## src/rtl/flag_stack_register.sv

```systemverilog
// ALU flag register with a small LIFO for saving and restoring flags.
// Result and flags commit on Update; Push/Pop move Flag through the stack.
module flag_stack_register #(
  parameter int WIDTH = 4,
  parameter int DEPTH = 4
) (
  input  logic                         Clk,
  input  logic                         Rst,
  input  logic [3:0]                   Opcode,
  input  logic [WIDTH-1:0]             A,
  input  logic [WIDTH-1:0]             B,
  input  logic                         Update,
  input  logic                         Load,
  input  logic [4:0]                   Load_Data,
  input  logic                         Push,
  input  logic                         Pop,
  output logic [4:0]                   Flag,
  output logic [WIDTH-1:0]             Result,
  output logic [$clog2(DEPTH+1)-1:0]   Count,
  output logic                         Full,
  output logic                         Empty,
  output logic                         Stk_Err
);

  localparam int CW  = $clog2(DEPTH + 1);
  localparam int AW  = (DEPTH > 1) ? $clog2(DEPTH) : 1;
  localparam int MSB = WIDTH - 1;

  logic [WIDTH:0]   wide;
  logic [WIDTH-1:0] alu_res;
  logic             carry;
  logic             ovf;
  logic             supported;
  logic [4:0]       new_flag;

  logic [4:0]       stack [DEPTH];
  logic [AW-1:0]    push_idx;
  logic [AW-1:0]    pop_idx;
  logic             push_ok;
  logic             pop_ok;
  logic             stk_bad;
  logic             commit;

  // Carry for SUB/DEC is the borrow, which falls out of the extra MSB of a zero-extended subtract.
  always_comb begin
    wide      = '0;
    alu_res   = '0;
    carry     = 1'b0;
    ovf       = 1'b0;
    supported = 1'b1;
    case (Opcode)
      4'h0: begin
        wide    = {1'b0, A} + {1'b0, B};
        alu_res = wide[WIDTH-1:0];
        carry   = wide[WIDTH];
        ovf     = (A[MSB] == B[MSB]) && (alu_res[MSB] != A[MSB]);
      end
      4'h1: begin
        wide    = {1'b0, A} - {1'b0, B};
        alu_res = wide[WIDTH-1:0];
        carry   = wide[WIDTH];
        ovf     = (A[MSB] != B[MSB]) && (alu_res[MSB] != A[MSB]);
      end
      4'h2: alu_res = A & B;
      4'h3: alu_res = A | B;
      4'h4: alu_res = A ^ B;
      4'h5: begin
        wide    = {1'b0, A} + (WIDTH+1)'(1);
        alu_res = wide[WIDTH-1:0];
        carry   = wide[WIDTH];
        ovf     = !A[MSB] && alu_res[MSB];
      end
      4'h6: begin
        wide    = {1'b0, A} - (WIDTH+1)'(1);
        alu_res = wide[WIDTH-1:0];
        carry   = wide[WIDTH];
        ovf     = A[MSB] && !alu_res[MSB];
      end
      default: supported = 1'b0;
    endcase
  end

  assign new_flag = {ovf, ~^alu_res, alu_res[MSB], (alu_res == '0), carry};
  assign commit   = Update && supported;

  assign Full     = (Count == CW'(DEPTH));
  assign Empty    = (Count == '0);
  assign push_ok  = Push && !Pop && !Full;
  assign pop_ok   = Pop && !Push && !Empty;
  assign stk_bad  = (Push && Pop) || (Push && Full) || (Pop && Empty);
  assign push_idx = Count[AW-1:0];
  assign pop_idx  = AW'(Count - CW'(1));

  // A legal pop owns Flag for the cycle; Load beats a computed update.
  always_ff @(posedge Clk) begin
    if (Rst) begin
      Flag    <= '0;
      Result  <= '0;
      Count   <= '0;
      Stk_Err <= 1'b0;
    end else begin
      if (commit) Result <= alu_res;
      if (pop_ok)      Flag <= stack[pop_idx];
      else if (Load)   Flag <= Load_Data;
      else if (commit) Flag <= new_flag;
      if (push_ok)     Count <= Count + CW'(1);
      else if (pop_ok) Count <= Count - CW'(1);
      Stk_Err <= stk_bad;
    end
  end

  // Stack storage is not reset; Count alone decides which entries are live.
  always_ff @(posedge Clk) begin
    if (!Rst && push_ok) stack[push_idx] <= Flag;
  end

endmodule
```

## config.mk

```make
export PLATFORM = sky130hd
export DESIGN_NAME = flag_stack_register
export DESIGN_NICKNAME = d
export VERILOG_FILES = /design/src/rtl/flag_stack_register.sv
export SDC_FILE = /design/constraint.sdc
export NUM_CORES = 1
export LEC_CHECK = 0
export CAP_MARGIN = 20
export CORE_AREA = 4 4 76 78
export CTS_CLUSTER_DIAMETER = 40
export DETAILED_ROUTE_END_ITERATION = 12
export DIE_AREA = 0 0 80 82
export PLACE_DENSITY = 0.69
export SETUP_SLACK_MARGIN = 0.05
export SYNTH_ARGS = -nofsm -noshare
export SYNTH_HDL_FRONTEND = slang
export SYNTH_SLANG_ARGS = --single-unit
```

## constraint.sdc

```tcl
create_clock -name Clk -period 3.4 [get_ports Clk]
set_clock_uncertainty 0.1 [all_clocks]
set_input_delay 0.85 -clock Clk [delete_from_list [all_inputs] [get_ports Clk]]
set_output_delay 0.85 -clock Clk [all_outputs]
set_load 0.03 [all_outputs]
```

==> Yosys cells after proc, flatten, opt, wreduce, memory -nomap -nowiden <==
Memory sizes are Yosys's and may differ from the RTL's.
Cells that the tools add are included.
{ "word_totals": {"mem_bits_rw": 20, "out_inout_bits": 15, "elab_cells": 65, "input_bits": 23, "memories": 1, "reg_bits": 13} }
{ "memory_table": {"columns": ["name", "words", "word_bits", "read_ports", "rd_ports_with_merged_regs", "wr", "line_no", "rtl"], "rows": [
  ["stack", 4, 5, 1, 0, 1, "36", "logic [4:0] stack [DEPTH];"]
]} }
{ "classes": {"addsub": 6, "mux": 11, "reduce_logical": 29, "bitwise_logic": 3, "n_eq_ne": 11} }
{ "op_table": {"columns": ["op", "count"], "rows": [
  ["one-hot mux 4 bit (7 select lines)", 1],
  ["two-way mux 5 bit", 3],
  ["logical AND 1 bit", 13],
  ["== test 4 x 3 -> 1 bit, second input constant", 3],
  ["== test 4 x 2 -> 1 bit, second input constant", 2],
  ["zero test 4 bit", 2],
  ["one-hot mux 1 bit (4 select lines)", 2],
  ["zero test 1 bit", 7],
  ["OR reduction 7 bit", 1],
  ["two-way mux 3 bit", 2],
  ["adder 4 x 1 -> 5 bit, second input constant", 1],
  ["adder 4 x 4 -> 5 bit", 1],
  ["subtractor 4 x 1 -> 5 bit, second input constant", 1],
  ["subtractor 4 x 4 -> 5 bit", 1],
  ["AND 4 bit", 1],
  ["== test 4 x 1 -> 1 bit, second input constant", 1],
  ["OR 4 bit", 1],
  ["XNOR reduction 4 bit", 1],
  ["XOR 4 bit", 1],
  ["adder 3 x 1 -> 3 bit, second input constant", 1],
  ["== test 3 bit, second input constant", 1],
  ["zero test 3 bit", 1],
  ["two-way mux 1 bit", 3],
  ["!= test 1 bit", 3],
  ["5 further kinds", 6]
]} }

==> Logic depth before layout (Yosys ltp) <==
{ "logic_depth": {"ltp_word": 7, "ltp_mapped": 14, "depth_no_buf": 13} }

==> Least setup slack after synthesis <==
OpenSTA, ideal clock, no wires.
{ "synth_timing": {"path_type": "in2reg", "start": "input A[1]", "end": "register Flag[3]", "slack_ns": 0.294, "path_buffers": 0, "path_stages": 13, "arrival_time_ns": 2.890, "cell_sequence": "inv_1 ha_1 a21oi_1 or3_1 o311ai_2 xor2_1 a21oi_1 ha_1 xor2_1 nor2_1 a21oi_1 o21ai_0 a22o_1"} }
{ "synth_via": {"elab_chain_cells": 6, "elab_cells_between_ends": 12, "classes_between": "add/sub (4); mux (4); bitwise (3); reduce/logical (1)"} }
{ "synth_rtl": {"columns": ["item", "line_no", "rtl"], "rows": [
  ["from (decl)", "10", "input logic [WIDTH-1:0] A,"],
  ["subtractor 4 x 1 -> 5 bit, or another cell as far along", "74", "wide = {1'b0, A} - (WIDTH+1)'(1);"],
  ["one-hot mux 4 bit (7 select lines) (*)", "51", "case (Opcode)"],
  ["XNOR reduction 4 bit (*)", "83", "assign new_flag = {ovf, ~^alu_res, alu_res[MSB], (alu_res == '0), carry};"],
  ["two-way mux 5 bit (*)", "105", "else if (commit) Flag <= new_flag;"],
  ["two-way mux 5 bit (*)", "104", "else if (Load) Flag <= Load_Data;"],
  ["two-way mux 5 bit (*)", "103", "if (pop_ok) Flag <= stack[pop_idx];"],
  ["to (signal assigned)", "103", null],
  ["to (signal assigned)", "104", null],
  ["to (signal assigned)", "105", null],
  ["to (decl)", "17", "output logic [4:0] Flag,"]
]} }
Mark *: on every way between the ends. The rest lies on a longest branch, timed or not. The select of a mux whose other input is x is not followed.
A chain may end at the register's enable or synchronous reset.

==> Worst setup path after layout <==
{ "layout_timing": {"start": "input Opcode[0]", "end": "register Flag[3]"} }
{ "layout_via": {"elab_chain_cells": 6, "elab_cells_between_ends": 16, "classes_between": "eq/ne (6); mux (5); reduce/logical (5)"} }
{ "layout_rtl": {"columns": ["item", "line_no", "rtl"], "rows": [
  ["from (decl)", "9", "input logic [3:0] Opcode,"],
  ["== test 4 x 3 -> 1 bit, or another cell as far along", null, null],
  ["one-hot mux 4 bit (7 select lines)", "51", null],
  ["XNOR reduction 4 bit", "83", null],
  ["two-way mux 5 bit", "105", null],
  ["two-way mux 5 bit", "104", null],
  ["two-way mux 5 bit", "103", null]
]} }
Parallel ways exist; a longest one is shown, timed or not. The select of a mux whose other input is x is not followed.

==> results.cfg <==
[run_status]
status = complete, no violations

[cts]
htree_levels = 2
clock-sinks = 33
holdBufCountCts = 0
numCtsBuffers = 5
cts_root_buf = clkbuf_8
clkLatencyLatePin_ps = 280
clk_path_buf_depth = 2
cts_tree = built
clk_pin_slew_ps = 70

[logic_synthesis]
synth_enable_flop_cells = 20
synthArstFlopShare_pct = 0
syn_nets = 287
syn-mean-instance-area_um2 = 9.66
synth_cells = 238
synth_top_area_share_pct = 26.1
synth_seq_cells = 33
syn_area_mm2 = 0.00230
synth-seq-area-share_pct = 37.5
synth_common_cells = nor2_1, ha_1, edfxtp_1, inv_1, a21oi_1
yosysMostFrequentCell = nor2_1
synth_cell_types = 52
synth_top_area_cell = edfxtp_1
ys_warn_count = 0
ys.flop_type = edfxtp_1
ys_top_cells_by_area = edfxtp_1, ha_1, dfxtp_1, mux4_2, nor2_1

[die]
die_x_um = 80
core.rowCount = 26
num_io_pins = 38
core-area_mm2 = 0.00507
start_util_pct = 45.3
die-height_um = 82
die-area_mm2 = 0.00656

[drt]
drtAntennaViolNets = 0
wl_um = 5410
vias = 1974
drtIter0Drc = 127
drt_first_pass_iters = 4
vias_per_cell = 5.21
remaining_drc_errors = 0
avgRoutedWirePerCell_um = 14.3

[setup_path]
worstSetupPathType = in2reg
worst_setup_path_start_kind = primary input
worstReg2RegStart = Count[1]
crit_arrival_ps = 3230
r2r_cells = 6
cp_data_required_time_ps = 3480
cp-end-kind = register
reg2reg_slack_ps = 1040
r2r_end = stack[0][3]
path_max_fanout = 6

[cells_and_area]
antenna-diode-count = 0
final_cells = 379
multi_input_area_mm2 = 0.00135
fin_nets = 357
syn_to_final_growth_pct = 37.3
fillCellCount = 451
register_area_um2 = 861
drive_above_1_share_pct = 22.3
postLayoutCellArea_mm2 = 0.00316

[power_and_ir_drop]
powerDensity_mw_per_mm2 = 386
p_leak_nw = 1.29
irDropWorstVdd_uv = 189

[timing]
rsz0062_at_grt = no
max_slew_margin_pct = 61.1
fmax_mhz = 317
layout_setup_ws_ps = 243
hold_viol = 0
finalCriticalPeriod_ps = 3160
setup_viol = 0
slew_violations = 0
period_share_pct = 92.9
worstMarginPinSlew_ps = 582

[placement]
dp_hpwl_um = 4310
place.gp.congestion = 0.851
io_buffer_count = 37
placed_cells = 368
place_area_mm2 = 0.00296
dp_slack_ps = -298

[global_routing]
grt_start_max_net_pins = 18
gr-total-overflow = 0
antenna_found_initial = 0
grt_pass1_vias = 1910
grt_pass1_wl_um = 9020
grt_usage_pct = 17.8

[job]
maxCapViolCount = 0

[worst_hold_path]
min_to = Result[1]
hold_path_depth = 2
hp-start = Result[1]
holdCritPathClass = reg2reg
[cell usage in the layout (no fill, tap or decap), drive strengths merged, types with 5 or more instances in the layout]
cell type,Yosys,final
ha,24,24
nand2,14,14
nor2,29,29
inv,19,19
clkbuf,4,6
a21oi,14,14
dfxtp,13,13
edfxtp,20,20
o21ai,11,11
a211oi,7,7
nor3,13,13
dlymetal6s2s,0,5
buf,8,38
mux4,5,5
clkdlybuf4s50,0,31
[report_power, final]
group	internal [mW]	total, mW	switching [mW]	leakage [nW]
clock network	0.216	0.354	0.138	0.0528
registers	0.450	0.467	0.0177	0.292
logic	0.189	0.396	0.206	0.941
[cell type report]
class	count	area share, %
clock inverters	2	1.07
inverters	19	2.26
multi-input cells	174	42.8
well taps	70	2.77
clock buffers	6	2.30
repair buffers	75	21.5
flip-flops and latches	33	27.3
[layer usage]
layer	global-route usage (%)	share of wire, %	vias to the layer above
met5	0	0	-
met4	7.60	2.6	0
met3	3.51	3.4	12
met2	30.4	50	42
met1	22.0	44	922
li1	-	-	998
[worst max path at each step]
stage                         start  endpoint  slack, ps  depth (start not counted)
after floorplan                A[1]   Flag[3]        290                         13
after global placement         A[0]   Flag[3]       -250                         14
after detailed placement       A[0]   Flag[3]       -300                         14
after CTS                      A[1]   Flag[3]         60                         15
after global routing      Opcode[0]   Flag[3]         60                         12
final                     Opcode[0]   Flag[3]        240                         12
[cell families after synthesis]
logic type,Yosys count,share of synthesized area [%]
compound gates,53,15.5
buf+inv,31,6.15
mux,9,6.70
xor+xnor,8,3.05
fa+ha+maj,26,14.8
flops,33,37.5
simple gates,78,16.4
[metrics by stage]
stage               power (mW)  hold WS [ps]  setup TNS (ps)  utilization, %
floorplan                0.702           519               0               -
finish                    1.22           418               0            62.2
global route              1.29           442               0            62.2
CTS                       1.22           420               0            60.7
detailed placement       0.858           408            -357            58.4
global placement         0.852           392            -287            58.4
[critical path: stages]
cell,delay (ps)
clkdlybuf4s50_1,590
inv_1,160
nor2_1,290
nand2_1,130
o211ai_1,270
a21oi_2,70
ha_1,290
xor2_1,140
nor2_1,60
a21oi_1,130
o21ai_1,70
a22o_1,180
[registers in the layout (all words and copies together), names as in the netlist]
name and cells:
stack 20, Count 3, Stk_Err 1, Result 4, Flag 5
[what timing repair did]
action                                  in CTS  in global routing
pin swaps                                    4                 11
setup buffers                                1                  2
gates resized for setup                      3                 17
endpoints found under the setup margin       1                  2
Power figures use the tool's default switching activity.
